==> config.mk <==
export PLATFORM = sky130hd
export DESIGN_NAME = div_8bit_seq
export DESIGN_NICKNAME = d
export VERILOG_FILES = /design/src/rtl/div_8bit_seq_pkg.sv /design/src/rtl/div_8bit_seq_step.sv /design/src/rtl/div_8bit_seq.sv
export SDC_FILE = /design/constraint.sdc
export NUM_CORES = 1
export LEC_CHECK = 0
export CORE_MARGIN = 2
export CORE_UTILIZATION = 45
export DETAILED_ROUTE_END_ITERATION = 10
export PLACE_DENSITY = 0.71
export SYNTH_ARGS = -nofsm -noshare
export SYNTH_HDL_FRONTEND = slang
export SYNTH_SLANG_ARGS = --single-unit
export TNS_END_PERCENT = 20
==> constraint.sdc <==
create_clock -name i_clk -period 2.6 [get_ports i_clk]
set_input_delay 0.39 -clock i_clk [delete_from_list [all_inputs] [get_ports i_clk]]
set_output_delay 0.39 -clock i_clk [all_outputs]
set_load 0.03 [all_outputs]
==> src/rtl/div_8bit_seq_pkg.sv <==
// -----------------------------------------------------------------------------
// div_8bit_seq_pkg
// Shared definitions for the sequential restoring divider: default operand
// width, FSM state encoding and the quotient reported on a zero divisor.
// -----------------------------------------------------------------------------
package div_8bit_seq_pkg;

    localparam int DIV_WIDTH = 8;

    typedef enum logic [1:0] {
        ST_IDLE = 2'b00,
        ST_RUN  = 2'b01,
        ST_DONE = 2'b10
    } div_state_t;

    // Quotient reported when the divisor is zero: all ones, as RISC-V DIVU does.
    localparam logic [DIV_WIDTH-1:0] DBZ_QUOTIENT = {DIV_WIDTH{1'b1}};

endpackage : div_8bit_seq_pkg

==> src/rtl/div_8bit_seq_step.sv <==
// -----------------------------------------------------------------------------
// div_8bit_seq_step
// One combinational restoring-division step (the "div_step" of the divider).
// Shifts the next dividend bit into the partial remainder and subtracts the
// divisor; the borrow selects between the trial and the shifted remainder.
//
// Ports:
//   i_rem       partial remainder R before the step (WIDTH+1 bits)
//   i_bit       dividend bit shifted into R (MSB of the quotient register)
//   i_divisor   divisor (WIDTH bits)
//   o_rem       partial remainder after the step (WIDTH+1 bits)
//   o_qbit      quotient bit produced by this step
// -----------------------------------------------------------------------------
module div_8bit_seq_step #(
    parameter int WIDTH = 8
) (
    input  logic [WIDTH:0]   i_rem,
    input  logic             i_bit,
    input  logic [WIDTH-1:0] i_divisor,
    output logic [WIDTH:0]   o_rem,
    output logic             o_qbit
);

    logic [WIDTH:0] w_shifted;
    logic [WIDTH:0] w_trial;

    // Shift-and-subtract with borrow select.
    always_comb begin
        w_shifted = {i_rem[WIDTH-1:0], i_bit};
        w_trial   = w_shifted - {1'b0, i_divisor};
        // If the remainder's top bit was already set, the true shifted value
        // exceeds any divisor, so the subtraction must be taken regardless of
        // the trial MSB. In normal operation R < divisor keeps that bit clear.
        o_qbit    = i_rem[WIDTH] | ~w_trial[WIDTH];
        if (o_qbit) begin
            o_rem = w_trial;
        end else begin
            o_rem = w_shifted;
        end
    end

endmodule : div_8bit_seq_step

==> src/rtl/div_8bit_seq.sv <==
// -----------------------------------------------------------------------------
// div_8bit_seq
// Sequential unsigned restoring divider, one quotient bit per clock.
// Serves the DIV/DIVU path beside the execute-stage ALU.
//
// Ports:
//   i_clk          rising-edge clock
//   i_reset        synchronous active-high reset (discards any in-flight op)
//   i_start        request; only sampled while not busy (IDLE or DONE)
//   i_dividend     unsigned dividend, captured on an accepted start
//   i_divisor      unsigned divisor, captured on an accepted start
//   o_busy         high while iterating
//   o_done         one-cycle pulse, results valid
//   o_quotient     quotient, held until replaced by a later result
//   o_remainder    remainder, held until replaced by a later result
//   o_div_by_zero  set with o_done when the captured divisor was zero
// Latency: WIDTH+1 cycles from accepted start to o_done (1 cycle for /0).
// -----------------------------------------------------------------------------
module div_8bit_seq
    import div_8bit_seq_pkg::*;
#(
    parameter int WIDTH = DIV_WIDTH
) (
    input  logic             i_clk,
    input  logic             i_reset,
    input  logic             i_start,
    input  logic [WIDTH-1:0] i_dividend,
    input  logic [WIDTH-1:0] i_divisor,
    output logic             o_busy,
    output logic             o_done,
    output logic [WIDTH-1:0] o_quotient,
    output logic [WIDTH-1:0] o_remainder,
    output logic             o_div_by_zero
);

    localparam int CW = $clog2(WIDTH);
    localparam logic [CW-1:0] LAST_ITER = CW'(WIDTH - 1);

    div_state_t       r_state;
    logic [CW-1:0]    r_count;
    logic [WIDTH:0]   r_rem;
    logic [WIDTH-1:0] r_q;
    logic [WIDTH-1:0] r_divisor;
    logic             r_busy;
    logic             r_done;
    logic [WIDTH-1:0] r_quotient;
    logic [WIDTH-1:0] r_remainder;
    logic             r_dbz;

    div_state_t       w_state_nx;
    logic [CW-1:0]    w_count_nx;
    logic [WIDTH:0]   w_rem_nx;
    logic [WIDTH-1:0] w_q_nx;
    logic [WIDTH-1:0] w_divisor_nx;
    logic [WIDTH-1:0] w_quotient_nx;
    logic [WIDTH-1:0] w_remainder_nx;
    logic             w_dbz_nx;
    logic             w_accept;
    logic [WIDTH:0]   w_step_rem;
    logic             w_step_qbit;

    div_8bit_seq_step #(.WIDTH(WIDTH)) u_step (
        .i_rem     (r_rem),
        .i_bit     (r_q[WIDTH-1]),
        .i_divisor (r_divisor),
        .o_rem     (w_step_rem),
        .o_qbit    (w_step_qbit)
    );

    // A start is accepted only when not iterating (IDLE or DONE).
    always_comb begin
        w_accept = 1'b0;
        if (i_start && (r_state == ST_IDLE || r_state == ST_DONE)) begin
            w_accept = 1'b1;
        end else begin
            w_accept = 1'b0;
        end
    end

    // Next-state and next-datapath logic.
    always_comb begin
        w_state_nx     = r_state;
        w_count_nx     = r_count;
        w_rem_nx       = r_rem;
        w_q_nx         = r_q;
        w_divisor_nx   = r_divisor;
        w_quotient_nx  = r_quotient;
        w_remainder_nx = r_remainder;
        w_dbz_nx       = r_dbz;
        if (w_accept) begin
            w_divisor_nx = i_divisor;
            if (i_divisor == {WIDTH{1'b0}}) begin
                // Zero divisor skips iteration and reports immediately.
                w_state_nx     = ST_DONE;
                w_quotient_nx  = DBZ_QUOTIENT;
                w_remainder_nx = i_dividend;
                w_dbz_nx       = 1'b1;
            end else begin
                w_state_nx = ST_RUN;
                w_count_nx = {CW{1'b0}};
                w_rem_nx   = {(WIDTH+1){1'b0}};
                w_q_nx     = i_dividend;
            end
        end else begin
            case (r_state)
                ST_IDLE: begin
                    w_state_nx = ST_IDLE;
                end
                ST_RUN: begin
                    w_rem_nx   = w_step_rem;
                    w_q_nx     = {r_q[WIDTH-2:0], w_step_qbit};
                    w_count_nx = r_count + CW'(1);
                    if (r_count == LAST_ITER) begin
                        // Last step: publish straight from the step result so
                        // done and the results appear on the same edge.
                        w_state_nx     = ST_DONE;
                        w_quotient_nx  = {r_q[WIDTH-2:0], w_step_qbit};
                        w_remainder_nx = w_step_rem[WIDTH-1:0];
                        w_dbz_nx       = 1'b0;
                    end else begin
                        w_state_nx = ST_RUN;
                    end
                end
                ST_DONE: begin
                    w_state_nx = ST_IDLE;
                end
                default: begin
                    w_state_nx = ST_IDLE;
                end
            endcase
        end
    end

    // State, datapath and registered output update.
    always_ff @(posedge i_clk) begin
        if (i_reset) begin
            r_state     <= ST_IDLE;
            r_count     <= {CW{1'b0}};
            r_rem       <= {(WIDTH+1){1'b0}};
            r_q         <= {WIDTH{1'b0}};
            r_divisor   <= {WIDTH{1'b0}};
            r_busy      <= 1'b0;
            r_done      <= 1'b0;
            r_quotient  <= {WIDTH{1'b0}};
            r_remainder <= {WIDTH{1'b0}};
            r_dbz       <= 1'b0;
        end else begin
            r_state     <= w_state_nx;
            r_count     <= w_count_nx;
            r_rem       <= w_rem_nx;
            r_q         <= w_q_nx;
            r_divisor   <= w_divisor_nx;
            r_busy      <= (w_state_nx == ST_RUN);
            r_done      <= (w_state_nx == ST_DONE);
            r_quotient  <= w_quotient_nx;
            r_remainder <= w_remainder_nx;
            r_dbz       <= w_dbz_nx;
        end
    end

    assign o_busy        = r_busy;
    assign o_done        = r_done;
    assign o_quotient    = r_quotient;
    assign o_remainder   = r_remainder;
    assign o_div_by_zero = r_dbz;

endmodule : div_8bit_seq
## Word-level counts from Yosys, hierarchy flattened

Cells that the tools add are included.

- Add/subtract/negate cells: 2
- Equality and inequality tests: 7
- Multiplexer cells: 27
- Bitwise gates (word level): 2
- Reductions and logical operators: 8

Operators with widths:

| cell | count |
|---|---|
| $mux 8 | 11 |
| $mux 9 | 4 |
| $mux 3 | 3 |
| $sub 9x8->9 | 1 |
| $logic_not 8->1 | 1 |
| $mux 2 | 4 |
| $mux 1 | 5 |
| $eq 2x1->1 const B | 2 |
| $eq 2x2->1 const B | 2 |
| $reduce_bool 2->1 | 2 |
| $add 3x1->3 const B | 1 |
| $eq 3x3->1 const B | 1 |
| $reduce_and 3->1 | 1 |
| $logic_not 2->1 | 1 |
| $ne 2x1->1 const B | 1 |
| $ne 2x2->1 const B | 1 |
| $reduce_and 2->1 | 1 |
| $logic_and 1x1->1 | 1 |
| $logic_or 1x1->1 | 1 |
| $not 1->1 | 1 |
| $or 1x1->1 | 1 |

- Register bits: 49
- Bits of input ports: 19
- Output and inout port bits: 19
- Word-level logic and storage cells: 56

## Logic depth before layout (Yosys ltp)

Gate-level depths: netlist of run 1.

- Word-level depth: 7
- Gate-level depth with buffers: 10
- Gate-level depth less buffers: 10

## Cells and area by module

From an unflattened synthesis of run 1, not the netlist that was laid out.

- Cells, all modules: 257
- Area, all modules: 2561.2 um2

By module, submodules not included:

| module | times used | cells an instance | area an instance (um2) | sequential area each (um2) |
|---|---|---|---|---|
| div_8bit_seq | 1 | 186 | 1983.2 | 980.9 |
| div_8bit_seq_step | 1 | 71 | 578.1 | 0.0 |

## Least setup slack after synthesis of run 1

OpenSTA, ideal clock, no wires.

- Path kind: reg2reg
- From: reg r_q[7]
- To: reg r_remainder[7] (netlist: o_remainder[7])
- Library setup time: 0.086 ns
- Arrival: 2.463 ns
- Data required time: 2.514 ns
- Setup slack: 0.051 ns
- Stages on the path, launching flop included: 11
- Path buffers: 0
- Period minus slack after synthesis: 2.549 ns
- Path through: dfxtp_1 > inv_1 > ha_1 > inv_1 > fa_1 > a21oi_2 > o21bai_2 > a21oi_2 > mux2_4 > or3b_4 > a221oi_2

- Cells in the longest elaborated chain, start to end: 7

RTL lines:

| element | line | text |
|---|---|---|
| start, declared | div_8bit_seq.sv:42 | `logic [WIDTH-1:0] r_q;` |
| start signal, assigned | div_8bit_seq.sv:140 | `r_q <= {WIDTH{1'b0}};` |
| start signal, assigned | div_8bit_seq.sv:151 | `r_q <= w_q_nx;` |
| $sub 9x8->9 * | div_8bit_seq_step.sv:30 | `w_trial = w_shifted - {1'b0, i_divisor};` |
| $not 1->1 | div_8bit_seq_step.sv:34 | `o_qbit = i_rem[WIDTH] \| ~w_trial[WIDTH];` |
| $or 1x1->1 | div_8bit_seq_step.sv:34 |  |
| $mux 9 * | div_8bit_seq_step.sv:35 | `if (o_qbit) begin` |
| $mux 8 * | div_8bit_seq.sv:113 | `if (r_count == LAST_ITER) begin` |
| $mux 8 * | div_8bit_seq.sv:105 | `case (r_state)` |
| $mux 8 * | div_8bit_seq.sv:90 | `if (w_accept) begin` |
| end signal, assigned | div_8bit_seq.sv:145 | `r_remainder <= {WIDTH{1'b0}};` |
| end signal, assigned | div_8bit_seq.sv:156 | `r_remainder <= w_remainder_nx;` |
| end, declared | div_8bit_seq.sv:47 | `logic [WIDTH-1:0] r_remainder;` |

Every way passes the cells marked *; elsewhere a longest branch is shown, timed or not. The select of a mux whose other input is x is not followed.
A chain may end at the register's enable or synchronous reset.

## Final worst setup path of run 1

Ends and elaborated chain as after synthesis.

==> results of run 1 <==
-- cells in the mapped netlist (2+ instances only) --
master	count	share of area
a21oi_2	2	0.0073
a31oi_1	2	0.0052
nor3_1	4	0.0084
xnor2_1	4	0.015
inv_1	12	0.019
mux2i_1	4	0.017
nand2_1	44	0.069
clkbuf_1	14	0.022
o221a_2	7	0.033
o21a_1	3	0.0094
a211oi_1	2	0.0063
o22ai_1	4	0.010
dfxtp_1	49	0.41
a22oi_1	5	0.016
nand2b_1	4	0.010
nor4_1	3	0.0078
nor2_1	26	0.041
a311oi_1	7	0.026
nand3_1	5	0.010
a21oi_1	19	0.040
o2bb2ai_1	6	0.022
a22o_1	4	0.015
nor2b_1	4	0.010
xor2_1	3	0.011
o32ai_1	2	0.0073
ha_1	10	0.052
o21ai_0	5	0.010
-- power breakdown --
part | switching [mW] | internal (mW) | total [mW]
logic | 0.393 | 0.397 | 0.791
registers | 0.0373 | 0.793 | 0.830
clock network | 0.275 | 0.191 | 0.466
total | 0.706 | 1.38 | 2.09
-- flip-flops by register name (all words and copies together), names as in the netlist --
| register | count |
|---|---|
| o_busy | 1 |
| o_div_by_zero | 1 |
| o_done | 1 |
| o_quotient | 8 |
| o_remainder | 8 |
| r_count | 3 |
| r_divisor | 8 |
| r_q | 8 |
| r_rem | 9 |
| r_state | 2 |
-- per-layer routing --
layer	GRT usage	up-vias
li1	-	1112
met1	0.285	1055
met2	0.369	74
met3	0.0459	12
met4	0.0839	0
met5	0	-
-- path summary, 6_finish.rpt --
path / cells after the start / endpoint
worst min-delay path: 2 / r_divisor[6]
worst max-delay path: 10 / o_remainder[7]
worst max register to register: 10 / o_remainder[7]
worst min register to register: 2 / r_divisor[6]
-- critical path, stage by stage (launching register included) --
cell	delay, ns
dfxtp_2	0.34
inv_2	0.07
ha_4	0.13
inv_1	0.06
fa_2	0.39
a21oi_4	0.20
o21bai_4	0.10
a21oi_4	0.17
mux2_4	0.32
or3b_4	0.40
a221oi_2	0.26
-- logic make-up after synthesis --
| kind of cell | after synthesis | synth area share |
|---|---|---|
| simple gates | 98 | 0.183 |
| mux | 6 | 0.0287 |
| compound gates | 79 | 0.250 |
| xor+xnor | 7 | 0.0256 |
| buf+inv | 27 | 0.0428 |
| flops | 49 | 0.409 |
| fa+ha+maj | 11 | 0.0605 |
-- repair_timing --
| item | CTS | global route |
|---|---|---|
| gates resized for setup | 1 | 8 |
| pin swaps | 1 | 6 |
| setup buffers | 2 | 5 |
| setup endpoints to repair | 3 | 16 |
-- stage by stage --
stage / power, mW / cells / hold slack, ns / utilization / area, um^2
global route: 2.20 / 403 / 0.483 / 0.614 / 3160
floorplan: 1.30 / 277 / 0.436 / - / 2400
CTS: 2.02 / 398 / 0.462 / 0.599 / 3080
detailed placement: 1.52 / 388 / 0.449 / 0.577 / 2970
finish: 2.09 / 403 / 0.460 / 0.614 / 3160
global placement: 1.52 / 388 / 0.444 / 0.577 / 2970
-- placed cells by master, fill, tap and decap left out, types with 2 or more instances in the layout --
cell and count:
clkbuf_8 5, o2bb2ai_1 6, a21oi_1 19, clkinv_4 2, a311oi_1 7, nand2_1 44, nor4_1 3, nor2b_1 4
nand2b_1 4, a211oi_1 2, dfxtp_1 48, clkdlybuf4s50_1 37, o22ai_1 4, xor2_1 3, nor2_1 26, a21oi_4 2
a22o_1 4, o32ai_1 2, buf_12 2, ha_1 9, a22oi_1 5, buf_4 24, o21ai_0 5, o221a_2 7
a31oi_1 2, mux2i_1 4, nand3_1 5, nor3_1 4, inv_1 11, o21a_1 3, xnor2_1 4
-- cell type report --
class / count / area (um^2)
Multi-Input combinational cell: 201 / 1360
Tap cell: 70 / 87.6
Inverter: 12 / 45.0
Sequential cell: 49 / 982
Clock inverter: 3 / 22.5
Fill cell: 486 / 1980
Timing Repair Buffer: 63 / 591
Clock buffer: 5 / 68.8
==> metrics.md, run 1 <==
| Metric | Value |
|---|---|
| Met2 wire length | `3210 um` |
| Largest net degree at the start of global routing | `30` |
| DRT Pass-1 Iters | `4` |
| Die Area | `approximately 6000 um^2` |
| Critical Path Fanout Max | `3` |
| Routed wire length | `between 6000 and 7000 um` |
| Grt total ovfl | `0` |
| Placed wire-length estimate | `~4600 um` |
| Synth Cell Area | `2400 um^2` |
| Fmax | `approximately 400 MHz` |
| Reg-to-reg setup timing slack | `slightly above 0.07 ns` |
| Outcome | `finished, final reports clean` |
| CTS Sinks | `slightly below 50` |
| Final hold violations | `0` |
| Syn_nets | `between 300 and 400` |
| Num rows | `26` |
| Synth warn | `0` |
| Final worst-path cycle share | `0.972` |
| CORE AREA | `a little over 5000 um^2` |
| Slew Limit Headroom | `0.754` |
| Clk root buf | `clkbuf_8` |
| Clock Latency Late Sink | `0.31 ns` |
| # port buffers | `37` |
| Nets@finish | `approximately 360` |
| # diodes | `0` |
| Reg clk slew, reported paths | `around 0.10 ns` |
| Worst EP arrival | `between 2 and 3 ns` |
| Setup total negative slack | `0 ns` |
| Vias | `~2300` |
| Met3 WL post-DR | `between 400 and 500 um` |
| DP Worst Slack | `-0.0237 ns` |
| Final count of pins violating max slew | `0` |
| First-pass GRT wire length | `10500 um` |
| Final setup margin | `around 0.072 ns` |
| Cell variety after synth | `50` |
| M1 wire length | `around 2800 um` |
| WP data required | `approximately 2.8 ns` |
| Syn Inst Count | `277` |
| DRC Markers | `0` |
| Initial antenna violation count | `0` |
| Iteration-0 DRC Markers | `between 150 and 200` |
| Initial Util | `0.466` |
| #FFs+latches synth | `49` |
| H-tree levels | `2` |
| Die Wd | `roughly 77 um` |
| CTS buffer count | `5` |
| Fin crit period | `approximately 2.5 ns` |
| Chip height | `between 70 and 80 um` |
| I/O pins | `38` |
| Post-synth EDFFs | `0` |
| Share of layout cells above drive strength 1 | `0.165` |
| CP Launch Point | `r_q[7]` |
| Final Wtd Congestion | `~0.85` |
| HP Class | `reg2reg` |
| Leak | `1.22 nW` |
| Clock skew | `0.00701 ns` |
| Leading register cell type out of synthesis | `dfxtp_1` |
| Worst vdd ir | `between 0.0003 and 0.0004 V` |
| Layout area overhead | `31.7%` |
| PwrDens | `661 nW/um^2` |
| Async S/R FF share, synth | `0` |
| Critical path class | `reg2reg` |
| Synthesized area per cell | `8.65 um^2` |
| Max-cap violations | `0` |
| Crit. End Element | `flip-flop` |
| Bufs on Longest Clock Path | `2` |
| Fraction of the yosys area taken by sequential cells | `0.409` |
| Vias per inst | `5.59` |
| GRT Util Overall | `0.223` |
| Wire length per cell | `~16 um` |
| # setup viols final | `0` |
| Detail Route Antenna Nets | `0` |
| Hold-fix buffers at CTS | `0` |
| Slew at the pin closest to its max-slew limit | `0.368 ns` |
| Worst r2r src | `r_q[7]` |
| HP Start | `r_divisor[6]` |
| CP Launch Type | `flip-flop` |
| CTS tree | `yes` |
| Top layer in use | `met4` |
| Vias in the first global route | `around 2200` |
Power figures use the tool's default switching activity.
==> run 2, diff against run 1 <==
Settings changed: RECOVER_POWER set to 50.
==> run 2 against run 1 <==
Against the previous run:
- sequential share of layout area rose by 0.19 points
- fmax barely moved
- register-to-register slack barely moved
- design area fell by 0.59%
- sequential cell count did not move
- utilization fell by 0.37 points
- die area did not move
- wire length fell by 0.23%
- worst setup slack improved by 0.00093 ns
- hold slack improved by 0.00055 ns
- critical endpoint unchanged
- largest power group unchanged
- highest routed layer unchanged
==> metrics.md, run 2 (same netlist as run 1, synthesis figures left out) <==
| Metric | Value |
|---|---|
| GR peak layer | `met2` |
| Fmax | `396 MHz (about the same)` |
| Num rows | `26 (unchanged)` |
| Layout area overhead | `30.9%` |
| CTS buffer count | `5 (unchanged)` |
| Most common cell after layout, fill and taps aside | `dfxtp_1` |
| Critical Path Fanout Max | `3 (unchanged)` |
| Layout fillers | `492 (+1.2%)` |
| PwrDens | `664 nW/um^2 (+0.43%)` |
| HP Class | `reg2reg` |
| Combinational power share | `0.377 (-0.002)` |
| Crit path cell chain | `inv_2 > ha_4 > inv_1 > fa_2 > a21oi_4 > o21bai_4 > a21oi_4 > mux2_4 > or3b_4 > a221oi_2` |
| Final hold violations | `0 (unchanged)` |
| Final setup margin | `0.0725 ns (+0.000928 ns)` |
| Slew at the pin closest to its max-slew limit | `0.394 ns (+0.0262 ns)` |
| DP Worst Slack | `-0.0237 ns (unchanged)` |
| Bufs on Longest Clock Path | `2 (unchanged)` |
| Critical path class | `reg2reg` |
| Vias per inst | `5.63 (+0.67%)` |
| Vias | `2268 (+0.67%)` |
| Final worst-path cycle share | `0.972 (about the same)` |
| # port buffers | `37 (unchanged)` |
| Final std cells w/o fill | `403 (unchanged)` |
| Clock Latency Late Sink | `0.31 ns (about the same)` |
| Final Cell Area | `3140 um^2 (-0.59%)` |
| CP Buf/Inv Count | `2 (unchanged)` |
| Sequential power share | `0.399 (about the same)` |
| Cell mode on critical path | `a21oi_4` |
| Setup total negative slack | `0 ns (unchanged)` |
| Design Power | `2.08 mW (-0.17%)` |
| Clock network power share | `0.224 (about the same)` |
| WP data required | `2.83 ns (about the same)` |
| P_int | `1.38 mW (-0.30%)` |
| Reg-to-reg setup timing slack | `0.07 ns (about the same)` |
| Initial Util | `0.466 (unchanged)` |
| Detail Route Antenna Nets | `0 (unchanged)` |
| Max FFs per register | `9 (unchanged)` |
| Switching Fraction | `0.339 (+0.000860)` |
| Grt total ovfl | `0 (unchanged)` |
| CORE AREA | `5140 um^2 (unchanged)` |
| Register name with the most flops | `r_rem` |
| Critical Path Max Stage Delay | `0.40 ns (about the same)` |
| M1 GR Usage | `0.285 (unchanged)` |
| Wire length per cell | `16.2 um (-0.23%)` |
| CP max stage cell | `or3b_4` |
| Crit. End Element | `flip-flop` |
| Final count of pins violating max slew | `0 (unchanged)` |
| Leak | `1.26 nW (+3.3%)` |
| Share of layout cells above drive strength 1 | `0.150 (-0.0150)` |
| Final core utilization | `0.611 (-0.00365)` |
| Clk root buf | `clkbuf_8` |
| Outcome | `finished, final reports clean` |
| # diodes | `0 (unchanged)` |
| Initial antenna violation count | `0 (unchanged)` |
| H-tree levels | `2 (unchanged)` |
| Worst vdd ir | `0.000333 V (-0.13%)` |
| M2 GR Usage | `0.369 (unchanged)` |
| Largest net degree at the start of global routing | `30 (unchanged)` |
| Reg clk slew, reported paths | `0.10 ns (about the same)` |
| DRT Pass-1 Iters | `4 (unchanged)` |
| DRC Markers | `0 (unchanged)` |
| Nets@finish | `362 (unchanged)` |
| Most frequent cells in the layout | `dfxtp_1, nand2_1, nor2_1` |
| Hold Slack | `0.460 ns (+0.000546 ns)` |
| Final Wtd Congestion | `0.852 (unchanged)` |
| # setup viols final | `0 (unchanged)` |
| Die Wd | `77.0 um (unchanged)` |
| Chip height | `77.0 um (unchanged)` |
| GRT met3 Usage | `0.0459 (unchanged)` |
| Vias in the first global route | `2186 (unchanged)` |
| Iteration-0 DRC Markers | `181 (+2.8%)` |
| Placed wire-length estimate | `4630 um (unchanged)` |
| Max-cap violations | `0 (unchanged)` |
| GRT Util Overall | `0.223 (unchanged)` |
| Dpl cells | `388 (unchanged)` |
| CP top delay family | `compound AO/OA/AOI/OAI gates` |
| Placement Cell Area | `2970 um^2 (unchanged)` |
| P_sw | `0.706 mW (about the same)` |
| CTS Sinks | `49 (unchanged)` |
| Clock skew | `0.00441 ns (-0.00260 ns)` |
| CTS tree | `yes` |
| I/O pins | `38 (unchanged)` |
| CP Launch Type | `flip-flop` |
| Slew Limit Headroom | `0.737 (-0.0167)` |
| First-pass GRT wire length | `10500 um (unchanged)` |
| Routed wire length | `6510 um (-0.23%)` |
| Worst EP arrival | `2.76 ns (about the same)` |
| Die Area | `5930 um^2 (unchanged)` |
| Fin crit period | `2.53 ns (-0.000928 ns)` |
run 2: cell types whose count changed in the layout (fill, tap and decap cells not counted):
cell / previous run / this run
buf_4: 24 / 19
clkbuf_1: 0 / 5
dlygate4sd3_1: 0 / 19
clkdlybuf4s50_1: 37 / 18
run 2: power groups by stage:
stage          Sequential, mW  Combinational (mW)  Clock, mW
2_1_floorplan           0.836               0.464          0
3_3_place_gp            0.844               0.671          0
3_5_place_dp            0.845               0.679          0
4_1_cts                 0.828               0.717      0.477
5_1_grt                 0.836               0.848      0.509
6_report                0.830               0.786      0.467
run 2: metal layers:
layer,vias to the layer above,wire [um]
li1,1115,-
met1,1060,2710
met2,81,3190
met3,12,475
met4,0,130
met5,-,0
run 2: what timing repair did:
action,in CTS,in global routing
resized for setup,1,8
pin swaps,1,6
setup buffers,2,5
setup endpoints to repair,3,16
hold buffers,0,0
gates cloned,0,0
run 2: worst paths after layout:
kind	startpoint	depth (start not counted)	end
setup reg to reg	r_q[7]	10	o_remainder[7]
hold / removal	r_divisor[6]	2	r_divisor[6]
setup / recovery	r_q[7]	10	o_remainder[7]
hold reg to reg	r_divisor[6]	2	r_divisor[6]
run 2: worst reg2reg max path, cell delays in order (launching register included):
cell and delay, ns:
dfxtp_2 0.34, inv_2 0.07, ha_4 0.14, inv_1 0.06, fa_2 0.39, a21oi_4 0.20
o21bai_4 0.10, a21oi_4 0.17, mux2_4 0.32, or3b_4 0.40, a221oi_2 0.26
run 2: final cells by class:
cell class / instances / area [um^2] / share of cell area
multi-input combinational: 201 / 1360 / 0.433
sequential: 49 / 982 / 0.313
timing repair buffer: 63 / 572 / 0.182
tap: 70 / 87.6 / 0.0279
clock buffer: 5 / 68.8 / 0.0219
inverter: 12 / 45.0 / 0.0144
clock inverter: 3 / 22.5 / 0.00718
